### src/rtl/nsa_pkg.sv
// Shared nibble width and controller state encoding for the nibble-serial adder controller.
package nsa_pkg;

    localparam int unsigned NSA_NIBBLE_W = 4;

    typedef enum logic [1:0] {
        IDLE,
        WAIT,
        DONE
    } nsa_state_t;

endpackage

### src/rtl/nsa_wait_cnt.sv
// Adder-latency wait counter; tc_c flags the cycle whose edge captures the adder result.
module nsa_wait_cnt #(
    parameter int unsigned LAT = 2
) (
    input  logic clk,
    input  logic rst,
    input  logic clr,
    input  logic en,
    output logic tc_c
);

    localparam int unsigned CNT_W = $clog2(LAT + 1);

    logic [CNT_W-1:0] cnt;

    always_ff @(posedge clk) begin
        if (rst) begin
            cnt <= '0;
        end else if (clr) begin
            cnt <= '0;
        end else if (en) begin
            cnt <= cnt + CNT_W'(1);
        end
    end

    assign tc_c = (cnt == CNT_W'(LAT));

endmodule

### src/rtl/nibble_serial_add_ctrl.sv
// Feeds operands one nibble at a time through an external registered 4-bit adder and
// reassembles the full sum. Define NSA_OVF_EN to add the signed-overflow output ovf.
module nibble_serial_add_ctrl
    import nsa_pkg::*;
#(
    parameter int unsigned NIBBLES   = 4,
    parameter int unsigned ADDER_LAT = 2
) (
    input  logic                            clk,
    input  logic                            rst,
    input  logic                            in_valid,
    output logic                            in_ready,
    input  logic [NSA_NIBBLE_W*NIBBLES-1:0] in_a,
    input  logic [NSA_NIBBLE_W*NIBBLES-1:0] in_b,
    input  logic                            in_cin,
    output logic [NSA_NIBBLE_W-1:0]         add_a,
    output logic [NSA_NIBBLE_W-1:0]         add_b,
    output logic                            add_cin,
    input  logic [NSA_NIBBLE_W-1:0]         add_sum,
    input  logic                            add_cout,
    output logic                            out_valid,
    input  logic                            out_ready,
    output logic [NSA_NIBBLE_W*NIBBLES-1:0] out_sum,
    output logic                            out_cout
`ifdef NSA_OVF_EN
    ,
    output logic                            ovf
`endif
);

    localparam int unsigned W     = NSA_NIBBLE_W * NIBBLES;
    localparam int unsigned IDX_W = $clog2(NIBBLES);

    nsa_state_t       state;
    nsa_state_t       state_d;
    logic [W-1:0]     a_q;
    logic [W-1:0]     b_q;
    logic [IDX_W-1:0] idx;
    logic [IDX_W-1:0] idx_nxt;
    logic             tc_c;
    logic             accept_c;
    logic             capture_c;
    logic             last_c;

    assign in_ready  = (state == IDLE) && !rst;
    assign out_valid = (state == DONE);
    assign last_c    = (idx == IDX_W'(NIBBLES - 1));
    assign idx_nxt   = idx + IDX_W'(1);

    nsa_wait_cnt #(
        .LAT (ADDER_LAT)
    ) u_wait_cnt (
        .clk  (clk),
        .rst  (rst),
        .clr  (accept_c || capture_c),
        .en   (state == WAIT),
        .tc_c (tc_c)
    );

    always_ff @(posedge clk) begin
        if (rst) begin
            state <= IDLE;
        end else begin
            state <= state_d;
        end
    end

    always_comb begin
        state_d   = state;
        accept_c  = 1'b0;
        capture_c = 1'b0;
        case (state)
            IDLE: begin
                if (in_valid && in_ready) begin
                    accept_c = 1'b1;
                    state_d  = WAIT;
                end
            end
            WAIT: begin
                if (tc_c) begin
                    capture_c = 1'b1;
                    if (last_c) begin
                        state_d = DONE;
                    end
                end
            end
            DONE: begin
                if (out_ready) begin
                    state_d = IDLE;
                end
            end
            default: state_d = IDLE;
        endcase
    end

    // Adder inputs only change on accept or capture, so they stay stable through each wait window.
    always_ff @(posedge clk) begin
        if (rst) begin
            a_q      <= '0;
            b_q      <= '0;
            idx      <= '0;
            add_a    <= '0;
            add_b    <= '0;
            add_cin  <= 1'b0;
            out_sum  <= '0;
            out_cout <= 1'b0;
`ifdef NSA_OVF_EN
            ovf      <= 1'b0;
`endif
        end else if (accept_c) begin
            a_q     <= in_a;
            b_q     <= in_b;
            idx     <= '0;
            add_a   <= in_a[NSA_NIBBLE_W-1:0];
            add_b   <= in_b[NSA_NIBBLE_W-1:0];
            add_cin <= in_cin;
        end else if (capture_c) begin
            out_sum[32'(idx)*NSA_NIBBLE_W +: NSA_NIBBLE_W] <= add_sum;
            if (!last_c) begin
                idx     <= idx_nxt;
                add_a   <= a_q[32'(idx_nxt)*NSA_NIBBLE_W +: NSA_NIBBLE_W];
                add_b   <= b_q[32'(idx_nxt)*NSA_NIBBLE_W +: NSA_NIBBLE_W];
                add_cin <= add_cout;
            end else begin
                out_cout <= add_cout;
`ifdef NSA_OVF_EN
                ovf      <= (a_q[W-1] == b_q[W-1]) && (add_sum[NSA_NIBBLE_W-1] != a_q[W-1]);
`endif
            end
        end
    end

endmodule

### config.mk
export PLATFORM = sky130hd
export DESIGN_NAME = nibble_serial_add_ctrl
export DESIGN_NICKNAME = d
export VERILOG_FILES = /design/src/rtl/nsa_pkg.sv /design/src/rtl/nsa_wait_cnt.sv /design/src/rtl/nibble_serial_add_ctrl.sv
export SDC_FILE = /design/constraint.sdc
export NUM_CORES = 1
export LEC_CHECK = 0
export CAP_MARGIN = 10
export CORE_UTILIZATION = 30
export CTS_BUF_LIST = sky130_fd_sc_hd__clkbuf_4
export DETAILED_ROUTE_END_ITERATION = 16
export HOLD_SLACK_MARGIN = 0.03
export PLACE_DENSITY_LB_ADDON = 0.1
export SLEW_MARGIN = 10
export SYNTH_ARGS = -nofsm -noshare
export SYNTH_HDL_FRONTEND = slang
export SYNTH_SLANG_ARGS = --single-unit
### constraint.sdc
create_clock -name clk -period 3.1 [get_ports clk]
set_input_delay 0.31 -clock clk [delete_from_list [all_inputs] [get_ports clk]]
set_output_delay 0.31 -clock clk [all_outputs]
set_load 0.02 [all_outputs]
==> results_dict.tcl <==
set metrics [dict create \
    status "finished clean" \
    cts_sinks 64 \
    holdBufCountCts 0 \
    critPathMaxFanout 15 \
    grt_max_degree 33 \
    vias 2184 \
    fin_ws_ns 0.8022 \
    relSlewSlack 0.5627 \
    fmax_mhz 435.2 \
    place_ws_ns 0.7177 \
    core_sq_um 8678 \
    multiInputGateArea_sq_um 1272 \
    hold_viol 0 \
    crit_arrival_ns 1.99 \
    worst_pin_slew_ns 0.6468 \
    clock-root-buffer "clkbuf_4" \
    grt_pass1_vias 2108 \
    synth_async_sr_flop_share 0 \
    max_cap_violations 0 \
    drc_errors 0 \
    antenna_cells 0 \
    die_area_sq_um 9285 \
    finalSetupViolCount 0 \
    routabilityCongestion 0.7069 \
    fin_util 0.4162 \
    antenna_left 0 \
    rsz0062_at_grt "no" \
    seq_area_frac_synth 0.4796 \
    cts_tree "done" \
    viasPerCell 5.009 \
    drive_gt1_frac 0.1067 \
    clk_pin_slew_ns 0.10 \
    grt_pass1_wl_mm 10.61 \
    critPathLaunch "rst" \
    final_common_cell "clkdlybuf4s50_1" \
    worstSkewPairLatency_ns 0.41 \
    synth_cell_types 30 \
    finalClockSkew_ns 0.01441 \
    synth_ff_type "dfxtp_1" \
    critPathCaptureType "output pin" \
    numCtsBuffers 9 \
    ys_warn_count 0 \
    post-cts-setup-buffers 0 \
    hpwl_mm 4.521 \
    crit_type "input port to output pin" \
    min_period_ns 2.298 \
    wire_per_inst_um 14.93 \
    layout_common_cells "clkdlybuf4s50_1, dfxtp_1, nand2_1, a22o_1, a21oi_1" \
    dr.pass1.iters 4 \
    netlist_instances 259 \
    num_rows 34 \
    fin_nets 372 \
    port_buffers 69 \
    worstHoldStart "out_sum[0]" \
    slew_viol_final 0 \
    power.leakage_nw 1.275 \
    synth-seq-cells 64 \
    final_area_sq_um 3612 \
    cts_resized 0 \
    placed_area_sq_um 3443 \
    start_util 0.3078 \
    syn_area_per_cell_sq_um 10.31 \
    fin_total_pwr_mw 1.756 \
    die_w_um 96.36 \
    wl_mm 6.510 \
    ir_worst_vdd_uv 187.5 \
    r2r-start "idx[1]" \
    synth_edf_count 0 \
    regArea_sq_um 1281 \
    p_per_area_nw_per_um2 486.0 \
    n_fill_cell 887 \
    worstPathRequired_ns 2.79 \
    finalCritPeriodShare 0.7412 \
    die_h_um 96.36 \
    clockBufferDepth 2 \
    start_kind "input port" \
    antenna_found_initial 0 \
    synth_fp_nets 308 \
    setup_tns_ns 0 \
    detail_route.iter0.violations 72 \
    area_growth_pct 35.22 \
    htree_levels 3 \
    num_io_pins 70 \
    grt_use_total 0.1550 \
    hold_path.class "flop to flop" \
    overflow 0 \
    synth_area_sq_um 2671 \
]
worst paths after layout:
path	to	slack, ns	cells past startpoint
worst max-delay path	in_ready	0.80	4
worst min-delay path	out_sum[0]	0.46	2
worst min register to register	out_sum[0]	0.46	2
worst max register to register	add_a[3]	0.94	6
cell families after synthesis:
family,Yosys count,synth area share
AO/OA/AOI/OAI,59,0.1677
XOR/XNOR,1,0.003279
adder cells (fa/ha/maj),7,0.03279
buffers and inverters,26,0.04497
flip-flops,64,0.4796
multiplexers,13,0.08618
AND/OR/NAND/NOR,89,0.1855
Yosys cell counts (all sizes together) (4+ instances only):
library cell / instances / share of area
dfxtp: 64 / 0.48
a21oi: 17 / 0.032
a22o: 32 / 0.10
mux2i: 5 / 0.019
nor2: 5 / 0.0070
nand4b: 6 / 0.020
clkbuf: 13 / 0.018
a311oi: 8 / 0.026
and4b: 4 / 0.015
buf: 10 / 0.022
nand2: 32 / 0.045
mux4: 8 / 0.067
nand3: 15 / 0.028
nor3: 14 / 0.026
ha: 7 / 0.033
final cells by class:
class | instances | share of cell area
Timing Repair Buffer | 76 | 0.2058
Sequential cell | 64 | 0.3547
Clock inverter | 6 | 0.02598
Clock buffer | 10 | 0.02078
Inverter | 3 | 0.003117
Tap cell | 108 | 0.03741
Multi-Input combinational cell | 169 | 0.3523
report_power, final:
part / internal [mW] / total (mW) / switching [mW]
clock: 0.340 / 0.662 / 0.322
sequential: 0.863 / 0.889 / 0.0265
combinational: 0.118 / 0.204 / 0.0868
total: 1.32 / 1.76 / 0.435
routing by layer:
layer / part of all wire / up-vias / track usage
li1: - / 1101 / -
met1: 0.49 / 1017 / 0.2103
met2: 0.44 / 56 / 0.2246
met3: 0.048 / 10 / 0.04739
met4: 0.017 / 0 / 0.06985
met5: 0 / - / 0
registers in the layout, summed over array words and instances (netlist names):
signal          flops
add_a               4
out_cout            1
state               2
idx                 2
a_q                16
b_q                16
add_b               4
add_cin             1
u_wait_cnt.cnt      2
out_sum            16
metrics by stage:
step           hold slack (ns)  std cells
3_3_place_gp            0.4435        420
3_5_place_dp            0.4460        420
2_1_floorplan           0.4369        259
5_1_grt                 0.4524        436
6_report                0.4583        436
4_1_cts                 0.4617        436
critical path: stages:
cell and delay (ns):
clkdlybuf4s50_1 0.60, buf_4 0.29, nor3_1 0.15, clkdlybuf4s50_1 0.63
No activity file was read; power rests on OpenSTA's default activity.
